### src/rtl/regfile_write_arbiter.sv
// Write-side front end for the shared dual-bank register file: one FIFO per
// core, round-robin arbitration per bank, registered write strobes per bank.
module regfile_write_arbiter #(
  parameter int unsigned DEPTH = 4,
  parameter int unsigned AW    = 5,
  parameter int unsigned DW    = 32
) (
  input  logic                    clk,
  input  logic                    rst,
  input  logic                    c1_req_valid,
  output logic                    c1_req_ready,
  input  logic                    c1_req_bank,
  input  logic [AW-1:0]           c1_req_addr,
  input  logic [DW-1:0]           c1_req_data,
  input  logic                    c2_req_valid,
  output logic                    c2_req_ready,
  input  logic                    c2_req_bank,
  input  logic [AW-1:0]           c2_req_addr,
  input  logic [DW-1:0]           c2_req_data,
  output logic                    wr_en_A,
  output logic [AW-1:0]           wr_addr_A,
  output logic [DW-1:0]           wr_data_A,
  output logic                    wr_en_B,
  output logic [AW-1:0]           wr_addr_B,
  output logic [DW-1:0]           wr_data_B,
  output logic [$clog2(DEPTH):0]  c1_level,
  output logic [$clog2(DEPTH):0]  c2_level
);

  localparam int unsigned PW = $clog2(DEPTH);
  localparam int unsigned LW = PW + 1;

  typedef struct packed {
    logic          bank;
    logic [AW-1:0] addr;
    logic [DW-1:0] data;
  } entry_t;

  // Index 0 is core 1, index 1 is core 2 throughout.
  logic [1:0]          req_valid;
  logic [1:0]          req_ready;
  logic [1:0]          push;
  logic [1:0]          pop;
  logic [1:0]          cand_a;
  logic [1:0]          cand_b;
  logic [1:0]          gnt_a;
  logic [1:0]          gnt_b;
  entry_t [1:0]        req_entry;
  entry_t [1:0]        head;
  logic [1:0][LW-1:0]  level;
  entry_t              win_a;
  entry_t              win_b;
  logic                rr_a;   // 0 = core 1 wins next contended bank A grant
  logic                rr_b;   // 0 = core 1 wins next contended bank B grant

  assign req_valid    = {c2_req_valid, c1_req_valid};
  assign req_entry[0] = {c1_req_bank, c1_req_addr, c1_req_data};
  assign req_entry[1] = {c2_req_bank, c2_req_addr, c2_req_data};
  assign c1_req_ready = req_ready[0];
  assign c2_req_ready = req_ready[1];
  assign c1_level     = level[0];
  assign c2_level     = level[1];

  for (genvar n = 0; n < 2; n++) begin : g_core
    entry_t          mem [DEPTH];
    logic [PW-1:0]   wr_ptr;
    logic [PW-1:0]   rd_ptr;
    logic [LW-1:0]   cnt;
    logic            nonempty;

    assign nonempty     = (cnt != '0);
    assign req_ready[n] = !rst && (cnt != LW'(DEPTH));
    assign push[n]      = req_valid[n] && req_ready[n];
    assign head[n]      = mem[rd_ptr];
    assign level[n]     = cnt;
    assign cand_a[n]    = nonempty && !mem[rd_ptr].bank;
    assign cand_b[n]    = nonempty &&  mem[rd_ptr].bank;

    // Pointers and occupancy; pointers wrap naturally since DEPTH is a power of two.
    always_ff @(posedge clk) begin
      if (rst) begin
        wr_ptr <= '0;
        rd_ptr <= '0;
        cnt    <= '0;
      end else begin
        if (push[n]) wr_ptr <= wr_ptr + PW'(1);
        if (pop[n])  rd_ptr <= rd_ptr + PW'(1);
        case ({push[n], pop[n]})
          2'b10:   cnt <= cnt + LW'(1);
          2'b01:   cnt <= cnt - LW'(1);
          default: cnt <= cnt;
        endcase
      end
    end

    // Entry storage; contents are only consumed while the FIFO is non-empty.
    always_ff @(posedge clk) begin
      if (push[n]) mem[wr_ptr] <= req_entry[n];
    end
  end

  // Per-bank round-robin grant between the two FIFO heads.
  always_comb begin
    gnt_a    = 2'b00;
    gnt_b    = 2'b00;
    gnt_a[0] = cand_a[0] && (!cand_a[1] || !rr_a);
    gnt_a[1] = cand_a[1] && (!cand_a[0] ||  rr_a);
    gnt_b[0] = cand_b[0] && (!cand_b[1] || !rr_b);
    gnt_b[1] = cand_b[1] && (!cand_b[0] ||  rr_b);
    win_a    = gnt_a[1] ? head[1] : head[0];
    win_b    = gnt_b[1] ? head[1] : head[0];
  end

  assign pop = gnt_a | gnt_b;

  // Registered write ports and round-robin pointers; addr/data hold when idle.
  always_ff @(posedge clk) begin
    if (rst) begin
      wr_en_A   <= 1'b0;
      wr_addr_A <= '0;
      wr_data_A <= '0;
      wr_en_B   <= 1'b0;
      wr_addr_B <= '0;
      wr_data_B <= '0;
      rr_a      <= 1'b0;
      rr_b      <= 1'b0;
    end else begin
      wr_en_A <= |gnt_a;
      wr_en_B <= |gnt_b;
      if (|gnt_a) begin
        wr_addr_A <= win_a.addr;
        wr_data_A <= win_a.data;
      end
      if (|gnt_b) begin
        wr_addr_B <= win_b.addr;
        wr_data_B <= win_b.data;
      end
      if (&cand_a) rr_a <= !rr_a;
      if (&cand_b) rr_b <= !rr_b;
    end
  end

endmodule

### config.mk
export PLATFORM = sky130hd
export DESIGN_NAME = regfile_write_arbiter
export DESIGN_NICKNAME = d
export VERILOG_FILES = /design/src/rtl/regfile_write_arbiter.sv
export SDC_FILE = /design/constraint.sdc
export NUM_CORES = 1
export LEC_CHECK = 0
export BUFFER_PORTS_ARGS = -buffer_cell sky130_fd_sc_hd__buf_2
export CORE_ASPECT_RATIO = 1.4
export CORE_UTILIZATION = 60
export DETAILED_ROUTE_END_ITERATION = 12
export PLACE_DENSITY = 0.81
export SLEW_MARGIN = 20
export SYNTH_ARGS = -nofsm -noshare
export SYNTH_HDL_FRONTEND = slang
export SYNTH_SLANG_ARGS = --single-unit
export TNS_END_PERCENT = 100
### constraint.sdc
create_clock -name clk -period 6.3 [get_ports clk]
set_clock_uncertainty 0.15 [all_clocks]
set_input_delay 0.945 -clock clk [delete_from_list [all_inputs] [get_ports clk]]
set_output_delay 0.945 -clock clk [all_outputs]
set_load 0.01 [all_outputs]
* Word level (Yosys, flattened, before mapping) *
Memories as Yosys holds them, arrays and structs flattened. A register that Yosys moved wholly into a read port is not among the register bits.
Cells that the tools add are included.

word-level totals
  bits in registers = 92
  memory bits (writable) = 304
  input port bits = 80
  output and inout bits = 84
  word-level logic and storage cells = 76
  memories = 2

cells by class
  $add $sub $neg = 8
  equality and inequality tests = 6
  multiplexer cells = 12
  bitwise logic cells = 1
  reductions and logical operators = 33

memories
  memory         words  bits a word  rd ports  clocked after memory_dff  wr ports  RTL line  text
  g_core[0].mem  4      38           1         1                         1         65        entry_t mem [DEPTH];
  g_core[1].mem  4      38           1         1                         1         65

operator list
  kind                                                 count
  two-way mux 37 bit                                   2
  logical AND 1 bit                                    12
  one-hot mux 3 bit (2 select lines)                   2
  logical NOT 1 bit                                    9
  adder 2 x 1 -> 2 bit, second input constant          4
  two-way mux 2 bit                                    4
  adder 3 x 1 -> 3 bit, second input constant          2
  != test 3 bit, second input constant                 2
  nonzero test 3 bit                                   2
  subtractor 3 x 1 -> 3 bit, second input constant     2
  equality test 2 x 1 -> 1 bit, second input constant  2
  equality test 2 bit, second input constant           2
  logical OR 1 bit                                     4
  two-way mux 1 bit                                    4
  AND reduction 2 bit                                  2
  nonzero test 2 bit                                   2
  OR reduction 2 bit                                   2
  bitwise OR 2 bit                                     1

* Logic depth before layout (Yosys ltp) *
Gate-level depths: netlist of run 1.

  depth after elaboration = 8
  depth in mapped cells = 11
  gate-level depth less buffers = 10

* Worst setup path after synthesis of run 1 *
No wires, ideal clock.

  kind = register to register
  start point = register with a tool-made name
  end point = register g_core[1].cnt[2], in the netlist c2_level[2]
  setup time = 0.070 ns
  arrival time = 2.934 ns
  slack = 3.146 ns
  cell stages (with the launch flop) = 12
  clock period less this slack = 3.154 ns
  path through = dfxtp_1 > mux4_2 > or2_4 > o21a_2 > buf_6 > buf_6 > or2_1 > ha_1 > fa_1 > xnor2_1 > or3_1 > a21oi_1

RTL lines
  item                  RTL line  text
  end signal, assigned  89        2'b10: cnt <= cnt + LW'(1);
  end signal, assigned  90        2'b01: cnt <= cnt - LW'(1);
  end signal, assigned  91        default: cnt <= cnt;
  end, declared         68        logic [LW-1:0] cnt;

==> results of run 1 <==
[registers in the layout (all words and copies together) (netlist names), named ones only]
signal	count
c1_level	3
c2_level	3
g_core.mem	304
g_core.rd_ptr	4
g_core.wr_ptr	4
rr_a	1
rr_b	1
wr_addr_A	5
wr_addr_B	5
wr_data_A	32
wr_data_B	32
wr_en_A	1
wr_en_B	1
[worst max-delay path, stage by stage (launching register included)]
cell and delay (ns):
sky130_fd_sc_hd__dfxtp_2 0.32, sky130_fd_sc_hd__buf_4 0.58, sky130_fd_sc_hd__mux4_2 0.64, sky130_fd_sc_hd__or2_4 0.27
sky130_fd_sc_hd__a21oi_2 0.10, sky130_fd_sc_hd__buf_4 0.34, sky130_fd_sc_hd__or2_1 0.16, sky130_fd_sc_hd__ha_1 0.17
sky130_fd_sc_hd__inv_1 0.06, sky130_fd_sc_hd__fa_1 0.37, sky130_fd_sc_hd__xor2_1 0.15, sky130_fd_sc_hd__or3_1 0.31
sky130_fd_sc_hd__a21oi_1 0.14
[report_power, final]
part / internal [mW] / total [mW] / switching, mW
logic: 0.891 / 2.29 / 1.40
clock network: 1.26 / 2.19 / 0.934
registers: 3.20 / 3.42 / 0.223
total: 5.35 / 7.91 / 2.56
[cell families after synthesis]
kind of cell / synth area share [%]
buffers and inverters: 2.05
xor gates and xnor gates: 0.460
muxes: 12.0
adders and majority gates: 1.08
DFF: 72.5
AOI/OAI and AO/OA: 6.08
and+or+nand+nor: 5.73
[final timing paths]
check                           depth (start not counted)                        end  slack (ns)
worst max register to register                         12   c1_level[2]$_SDFFE_PP0P_        2.44
worst min register to register                          2  wr_data_B[2]$_SDFFE_PP0P_        0.30
worst max-delay path                                   12   c1_level[2]$_SDFFE_PP0P_        2.44
worst min-delay path                                    2  wr_data_B[2]$_SDFFE_PP0P_        0.30
[routing by layer]
metal / track usage (%) / share of wire, % / vias up
met5: 0 / 0 / -
met4: 13.4 / 4.9 / 0
met3: 3.62 / 6.4 / 91
met2: 45.2 / 51 / 429
met1: 34.6 / 38 / 4335
li1: - / - / 3897
[area by class of cell]
| cell class | count | area [um^2] | area share, % |
|---|---|---|---|
| sequential | 400 | 11100 | 63.1 |
| multi-input combinational | 451 | 3890 | 22.2 |
| clock buffer | 51 | 1050 | 6.01 |
| timing repair buffer | 180 | 943 | 5.39 |
| tap | 315 | 394 | 2.25 |
| clock inverter | 17 | 140 | 0.800 |
| inverter | 11 | 41.3 | 0.236 |
[cells in the final DEF (no fill, tap or decap), types with 10 or more instances in the layout]
| cell type | n |
|---|---|
| sky130_fd_sc_hd__buf_2 | 163 |
| sky130_fd_sc_hd__a21oi_1 | 69 |
| sky130_fd_sc_hd__clkbuf_16 | 40 |
| sky130_fd_sc_hd__o22ai_1 | 37 |
| sky130_fd_sc_hd__mux4_2 | 76 |
| sky130_fd_sc_hd__edfxtp_1 | 304 |
| sky130_fd_sc_hd__ha_1 | 10 |
| sky130_fd_sc_hd__inv_1 | 11 |
| sky130_fd_sc_hd__nor2_1 | 43 |
| sky130_fd_sc_hd__o31ai_1 | 30 |
| sky130_fd_sc_hd__and3_1 | 41 |
| sky130_fd_sc_hd__buf_4 | 17 |
| sky130_fd_sc_hd__mux2i_1 | 10 |
| sky130_fd_sc_hd__dfxtp_1 | 94 |
| sky130_fd_sc_hd__nand2_1 | 77 |
==> impl_results.rst, run 1 <==
.. list-table::
   :header-rows: 1

   * - Metric
     - Value
   * - Number of enable flip-flop cells after synthesis
     - 304
   * - Gp weighted congestion
     - 0.895
   * - Root Driver
     - sky130_fd_sc_hd__clkbuf_16
   * - Number of nets produced by synthesis
     - 1013
   * - Syn Inst Count
     - 921
   * - Synth warn
     - 0
   * - Hold wc startpoint
     - wr_data_B[2]$_SDFFE_PP0P_
   * - Wire length of the first global-routing pass
     - 50.6 mm
   * - Synth Cell Area
     - 15200 um^2
   * - Ratio of total power to cell area
     - 451 nW/um^2
   * - Slew Viols, Final
     - 0
   * - Hold violation total from the final report
     - 0
   * - Number of buffers inserted by post-CTS setup repair
     - 0
   * - Number of rows created at floorplan
     - 68
   * - Fraction of the yosys area taken by sequential cells
     - 72.5%
   * - Total of endpoints with negative setup slack in the final report
     - 0
   * - First-iteration detailed-routing DRC count
     - 979
   * - Total number of H-tree levels
     - 2
   * - Worst Slack Setup Final
     - 2.44 ns
   * - Seq cells post-synth
     - 400
   * - Horizontal die dimension
     - 137 um
   * - Distinct cells, synth
     - 38
   * - Worst-Skew Late Latency
     - 0.53 ns
   * - Synth top area share
     - 59.9%
   * - Number of antenna violations at the first check in global routing
     - 0
   * - Share of synthesized flip-flops with an asynchronous set or reset
     - 0%
   * - Peak ir drop on the vdd network
     - 342 uV
   * - Maximum number of pins on one net before global-route repair
     - 78
   * - Height of the chip
     - 191 um
   * - Cts-stage hold buffer count
     - 0
   * - CTS tree
     - built
   * - Final std cell area, no fill
     - 17500 um^2
   * - Data required time of the critical path
     - 6.59 ns
   * - Final Total Pwr
     - 7.91 mW
   * - Filler cell count in the final layout
     - 1550
   * - Dominant register cell in the synthesized netlist
     - sky130_fd_sc_hd__edfxtp_1
   * - Endpoint arrival time on the critical path
     - 4.15 ns
   * - Ant diodes
     - 0
   * - Result of the run
     - finished clean
   * - Setup_tns
     - 0 ns
   * - # placed instances
     - 1357
   * - DRC viols
     - 0
   * - Dpl cell area
     - 16300 um^2
   * - Element type at the critical path end
     - flip-flop
   * - RSZ-0062 raised after global routing
     - false
   * - Biggest area contributors in the synthesized netlist
     - sky130_fd_sc_hd__edfxtp_1 (60%), sky130_fd_sc_hd__dfxtp_1 (13%), sky130_fd_sc_hd__mux4_2 (11%)
   * - Via count of the first global-routing pass
     - 8614
   * - Cts bufs inserted
     - 37
   * - Detailed-routing iteration count for the pre-antenna-repair pass
     - 5
   * - Via count normalized by instance count
     - 6.14
   * - Number of gates resized after CTS
     - 0
   * - Half-perimeter wire length after detailed placement
     - 21.0 mm
   * - Port Buffers
     - 163
   * - Worst Max-Slew Pin Slew
     - 1.00 ns
   * - Fmax
     - 0.259 GHz
   * - Total routed wirelength
     - 34.0 mm
   * - Max_cap viols
     - 0
   * - Worst Hold Slack
     - 0.300 ns
   * - Initial Utilization
     - 61.5%
   * - Most frequent cells after synthesis
     - sky130_fd_sc_hd__edfxtp_1 (304), sky130_fd_sc_hd__dfxtp_1 (96), sky130_fd_sc_hd__nand2_1 (77)
   * - Most repeated cell in the gate-level netlist after synthesis
     - sky130_fd_sc_hd__edfxtp_1
   * - Final cell utilization of the core
     - 70.7%
   * - Clock Sinks
     - 400
   * - Proportion of layout cells with a drive suffix above 1
     - 29.1%
   * - Min-delay worst type
     - flip-flop to flip-flop
   * - Average cell area after synthesis
     - 16.5 um^2
   * - Die area
     - 26000 um^2
   * - Antenna violation net count after detailed routing
     - 0
   * - Total number of nets in the final design
     - 1173
   * - WL per Instance
     - 23.9 um
   * - Overall routing resource usage
     - 27.0%
   * - Setup WS pre-CTS
     - 2.44 ns
   * - Post-CTS clock slew at the launch and capture registers of the worst setup and hold paths
     - 0.06 ns
   * - Critical Setup Path Class
     - flip-flop to flip-flop
   * - Share of the cycle needed by the critical path after routing
     - 61.3%
   * - Post-synthesis to final-layout area growth
     - 15.0%
   * - Final Critical Period
     - 3.86 ns
   * - Area of the core
     - 24800 um^2
   * - Count of non-filler cells in the finished layout
     - 1425
   * - Number of top-level design ports
     - 164
   * - Total congestion overflow after global routing
     - 0
   * - Max transition margin
     - 33.0%
   * - Total number of vias
     - 8752
   * - Clock Tree Buf Depth
     - 3
   * - Leakage
     - 6.23 nW
   * - Critical path fanouts, max
     - 38
   * - Cell taking the most area after synthesis
     - sky130_fd_sc_hd__edfxtp_1
   * - Type of element launching the critical path
     - flip-flop
Note: power is estimated with default switching activity, not from simulation.
==> inputs of run 2 (changes only) <==
--- a/config.mk
+++ b/config.mk
@@ -5,11 +5,12 @@
 export SDC_FILE = /design/constraint.sdc
 export NUM_CORES = 1
 export LEC_CHECK = 0
+export ABC_AREA = 1
 export BUFFER_PORTS_ARGS = -buffer_cell sky130_fd_sc_hd__buf_2
 export CORE_ASPECT_RATIO = 1.4
-export CORE_UTILIZATION = 60
+export CORE_UTILIZATION = 53
 export DETAILED_ROUTE_END_ITERATION = 12
-export PLACE_DENSITY = 0.81
+export PLACE_DENSITY = 0.76
 export SLEW_MARGIN = 20
 export SYNTH_ARGS = -nofsm -noshare
 export SYNTH_HDL_FRONTEND = slang
==> constraint.sdc (replaced) <==
create_clock -name clk -period 3.25 [get_ports clk]
set_clock_uncertainty 0.15 [all_clocks]
set_input_delay 0.4875 -clock clk [delete_from_list [all_inputs] [get_ports clk]]
set_output_delay 0.4875 -clock clk [all_outputs]
set_load 0.01 [all_outputs]
==> run 2 against run 1 <==
  * Critical path type unchanged
  * Critical endpoint is now c2_level[2]$_SDFFE_PP0P_
  * Hold slack got worse by 0.27 ns
  * Global-route usage decreased by 2.8 points
  * Worst setup slack got worse by 1.8 ns
  * Largest cell class unchanged
==> impl_results.rst, run 2 <==
.. list-table::
   :header-rows: 1

   * - Metric
     - Value
   * - Horizontal die dimension
     - 149 um (was 137 um)
   * - Flip-flop count of the largest register after layout
     - 304 (unchanged)
   * - Initial Utilization
     - 53.7% (was 61.5%)
   * - Share of the cycle needed by the critical path after routing
     - 79.4% (was 61.3%)
   * - Data required time of the critical path
     - 3.51 ns (was 6.59 ns)
   * - Height of the chip
     - 208 um (was 191 um)
   * - Root Driver
     - sky130_fd_sc_hd__clkbuf_16 (unchanged)
   * - Slew Viols, Final
     - 0 (unchanged)
   * - Total number of nets in the final design
     - 1729 (was 1173)
   * - Worst-Skew Late Latency
     - 0.53 ns (about the same)
   * - Critical path fanouts, max
     - 10 (was 38)
   * - # placed instances
     - 1983 (was 1357)
   * - Setup WS pre-CTS
     - 0.517 ns (was 2.44 ns)
   * - Post-synthesis to final-layout area growth
     - 14.3% (was 15.0%)
   * - Proportion of layout cells with a drive suffix above 1
     - 16.6% (was 29.1%)
   * - Final std cell area, no fill
     - 18400 um^2 (was 17500 um^2)
   * - Cell taking the most area after synthesis
     - sky130_fd_sc_hd__edfxtp_1 (unchanged)
   * - Commonest non-fill, non-tap cell in the layout
     - sky130_fd_sc_hd__nand2_1 (was sky130_fd_sc_hd__edfxtp_1)
   * - Filler cell count in the final layout
     - 2378 (was 1550)
   * - Top flop regs
     - g_core.mem x304, wr_data_A x32, wr_data_B x32 (unchanged)
   * - Fraction of the yosys area taken by sequential cells
     - 68.7% (was 72.5%)
   * - Post-CTS clock slew at the launch and capture registers of the worst setup and hold paths
     - 0.07 ns (was 0.06 ns)
   * - Min-delay worst type
     - input pin to flip-flop (was flip-flop to flip-flop)
   * - Number of gates resized after CTS
     - 0 (unchanged)
   * - Final Total Pwr
     - 16.7 mW (was 7.91 mW)
   * - Syn Inst Count
     - 1495 (was 921)
   * - Share of synthesized flip-flops with an asynchronous set or reset
     - 0% (unchanged)
   * - Peak ir drop on the vdd network
     - 746 uV (was 342 uV)
   * - First-iteration detailed-routing DRC count
     - 820 (was 979)
   * - Most repeated cell in the gate-level netlist after synthesis
     - sky130_fd_sc_hd__nand2_1 (was sky130_fd_sc_hd__edfxtp_1)
   * - Via count of the first global-routing pass
     - 10.8k (was 8614)
   * - DRC viols
     - 0 (unchanged)
   * - RSZ-0062 raised after global routing
     - false (unchanged)
   * - Critical Setup Path Class
     - flip-flop to flip-flop (unchanged)
   * - Area of the core
     - 29900 um^2 (was 24800 um^2)
   * - Ratio of total power to cell area
     - 908 nW/um^2 (was 451 nW/um^2)
   * - Die area
     - 31100 um^2 (was 26000 um^2)
   * - Biggest area contributors in the synthesized netlist
     - sky130_fd_sc_hd__edfxtp_1 (57%), sky130_fd_sc_hd__dfxtp_1 (12%), sky130_fd_sc_hd__nand2_1 (9.2%) (was sky130_fd_sc_hd__edfxtp_1 (60%), sky130_fd_sc_hd__dfxtp_1 (13%), sky130_fd_sc_hd__mux4_2 (11%))
   * - Total congestion overflow after global routing
     - 0 (unchanged)
   * - Area of the multi-input gates
     - 4500 um^2 (was 3890 um^2)
   * - Dpl cell area
     - 17200 um^2 (was 16300 um^2)
   * - Maximum number of pins on one net before global-route repair
     - 75 (was 78)
   * - Wire length of the first global-routing pass
     - 57.9 mm (was 50.6 mm)
   * - Result of the run
     - finished clean (unchanged)
   * - Hold violation total from the final report
     - 0 (unchanged)
   * - Antenna violation net count after detailed routing
     - 0 (unchanged)
   * - Gp weighted congestion
     - 0.882 (was 0.895)
   * - Worst Max-Slew Pin Slew
     - 0.753 ns (was 1.00 ns)
   * - Endpoint arrival time on the critical path
     - 2.84 ns (was 4.15 ns)
   * - Total routed wirelength
     - 37.1 mm (was 34.0 mm)
   * - Number of buffers inserted by post-CTS setup repair
     - 0 (unchanged)
   * - Worst Slack Setup Final
     - 0.671 ns (was 2.44 ns)
   * - Average cell area after synthesis
     - 10.8 um^2 (was 16.5 um^2)
   * - Fmax
     - 0.388 GHz (was 0.259 GHz)
   * - Element type at the critical path end
     - flip-flop (unchanged)
   * - Total number of vias
     - 11.3k (was 8752)
   * - Final Critical Period
     - 2.58 ns (was 3.86 ns)
   * - Type of element launching the critical path
     - flip-flop (unchanged)
   * - Detailed-routing iteration count for the pre-antenna-repair pass
     - 7 (was 5)
   * - Synth top area share
     - 56.8% (was 59.9%)
   * - Dominant register cell in the synthesized netlist
     - sky130_fd_sc_hd__edfxtp_1 (unchanged)
   * - Sequential Area
     - 11100 um^2 (unchanged)
   * - Via count normalized by instance count
     - 5.50 (was 6.14)
   * - Count of non-filler cells in the finished layout
     - 2050 (was 1425)
   * - Distinct cells, synth
     - 28 (was 38)
   * - Overall routing resource usage
     - 24.2% (was 27.0%)
   * - Number of top-level design ports
     - 164 (unchanged)
   * - Number of enable flip-flop cells after synthesis
     - 304 (unchanged)
   * - Number of nets produced by synthesis
     - 1587 (was 1013)
   * - Half-perimeter wire length after detailed placement
     - 23.6 mm (was 21.0 mm)
   * - WL per Instance
     - 18.1 um (was 23.9 um)
   * - Clock Tree Buf Depth
     - 3 (unchanged)
   * - Max transition margin
     - 49.7% (was 33.0%)
   * - Number of rows created at floorplan
     - 75 (was 68)
   * - Leakage
     - 7.27 nW (was 6.23 nW)
   * - CTS tree
     - built (unchanged)
   * - Clock Sinks
     - 400 (unchanged)
   * - Largest register by flop count
     - g_core.mem (unchanged)
   * - Most frequent cells after synthesis
     - sky130_fd_sc_hd__nand2_1 (393), sky130_fd_sc_hd__edfxtp_1 (304), sky130_fd_sc_hd__nor2_1 (212) (was sky130_fd_sc_hd__edfxtp_1 (304), sky130_fd_sc_hd__dfxtp_1 (96), sky130_fd_sc_hd__nand2_1 (77))
   * - Synth Cell Area
     - 16100 um^2 (was 15200 um^2)
   * - Total of endpoints with negative setup slack in the final report
     - 0 (unchanged)
   * - Max_cap viols
     - 0 (unchanged)
   * - Total number of H-tree levels
     - 2 (unchanged)
   * - Number of antenna violations at the first check in global routing
     - 4 (was 0)
   * - Cts bufs inserted
     - 37 (unchanged)
   * - Cts-stage hold buffer count
     - 0 (unchanged)
   * - Port Buffers
     - 163 (unchanged)
   * - Seq cells post-synth
     - 400 (unchanged)
   * - Synth warn
     - 0 (unchanged)
   * - Leading cell types in the layout, fill and taps excluded
     - sky130_fd_sc_hd__nand2_1 (393), sky130_fd_sc_hd__edfxtp_1 (304), sky130_fd_sc_hd__nor2_1 (204) (was sky130_fd_sc_hd__edfxtp_1 (304), sky130_fd_sc_hd__buf_2 (163), sky130_fd_sc_hd__dfxtp_1 (94))
[run 2: cell types whose count changed in the layout (fill, tap and decap cells not counted), moves of 30 or more]
cell	before	now
sky130_fd_sc_hd__nand2_1	77	393
sky130_fd_sc_hd__nor2_1	43	204
sky130_fd_sc_hd__o21ai_0	2	163
sky130_fd_sc_hd__mux4_2	76	0
sky130_fd_sc_hd__nand3_1	0	49
sky130_fd_sc_hd__and3_1	41	0
sky130_fd_sc_hd__o22a_1	0	37
sky130_fd_sc_hd__o22ai_1	37	0
sky130_fd_sc_hd__o31ai_1	30	0
[run 2: stage by stage]
| stage | setup TNS [ns] | hold WS, ns | utilization (%) |
|---|---|---|---|
| after floorplan | -66.05 | 0.323 | - |
| after global placement | 0 | 0.285 | 57.4 |
| after detailed placement | 0 | 0.288 | 57.4 |
| after CTS | 0 | 0.00367 | 61.4 |
| after global routing | 0 | 0.00826 | 61.4 |
| final | 0 | 0.0256 | 61.4 |
[run 2: worst paths after layout]
check	startpoint	to	slack, ns	cells after the start
max reg2reg	flip-flop	c2_level[2]$_SDFFE_PP0P_	0.67	13
min reg2reg	wr_addr_A[1]$_SDFFE_PP0P_	wr_addr_A[1]$_SDFFE_PP0P_	0.30	2
max	flip-flop	c2_level[2]$_SDFFE_PP0P_	0.67	13
min	c2_req_data[6]	g_core[1].mem[2][6]$_DFFE_PP_	0.03	1
[run 2: kinds of logic (layout without fill, tap and decap cells)]
family,after synthesis,after routing,share of synthesized area (%)
flops,400,400,68.7
fa+ha+maj,12,12,1.03
simple gates,678,678,16.8
buf+inv,122,290,3.70
compound gates,281,281,9.65
other cells,0,2,0
xor+xnor,2,2,0.109
[run 2: final cells by class]
class                      count  area share [%]
sequential                   400            60.1
multi-input combinational    973            24.5
timing repair buffer         190            5.54
clock buffer                  46            5.49
tap                          385            2.62
clock inverter                19            1.01
inverter                      35           0.715
antenna                        2          0.0272
[run 2: critical path, cell delays in order, from the launching register on]
cell and delay [ns]:
sky130_fd_sc_hd__dfxtp_2 0.37, sky130_fd_sc_hd__inv_2 0.06, sky130_fd_sc_hd__nand2_1 0.09, sky130_fd_sc_hd__nand3_1 0.13, sky130_fd_sc_hd__nand2_2 0.16, sky130_fd_sc_hd__nand3_4 0.16
sky130_fd_sc_hd__nand2_2 0.11, sky130_fd_sc_hd__nand2_2 0.08, sky130_fd_sc_hd__ha_1 0.23, sky130_fd_sc_hd__fa_1 0.40, sky130_fd_sc_hd__a21oi_1 0.16, sky130_fd_sc_hd__o21ai_0 0.13
sky130_fd_sc_hd__o21ai_0 0.16, sky130_fd_sc_hd__a21oi_1 0.06
[run 2: power breakdown]
group | switching [mW] | total, mW | leakage (nW) | internal (mW)
Sequential | 0.297 | 6.32 | 3.55 | 6.02
Clock | 1.83 | 4.28 | 0.577 | 2.45
Combinational | 4.20 | 6.09 | 3.14 | 1.89
Total | 6.33 | 16.7 | 7.27 | 10.4
[run 2: routing by layer]
metal / track usage (%) / vias up / share of wire (%)
met2: 38.6 / 405 / 48
met3: 3.42 / 89 / 6.3
met1: 32.9 / 5367 / 41
li1: - / 5410 / -
met4: 10.9 / 4 / 4.1
met5: 0 / - / 0.062
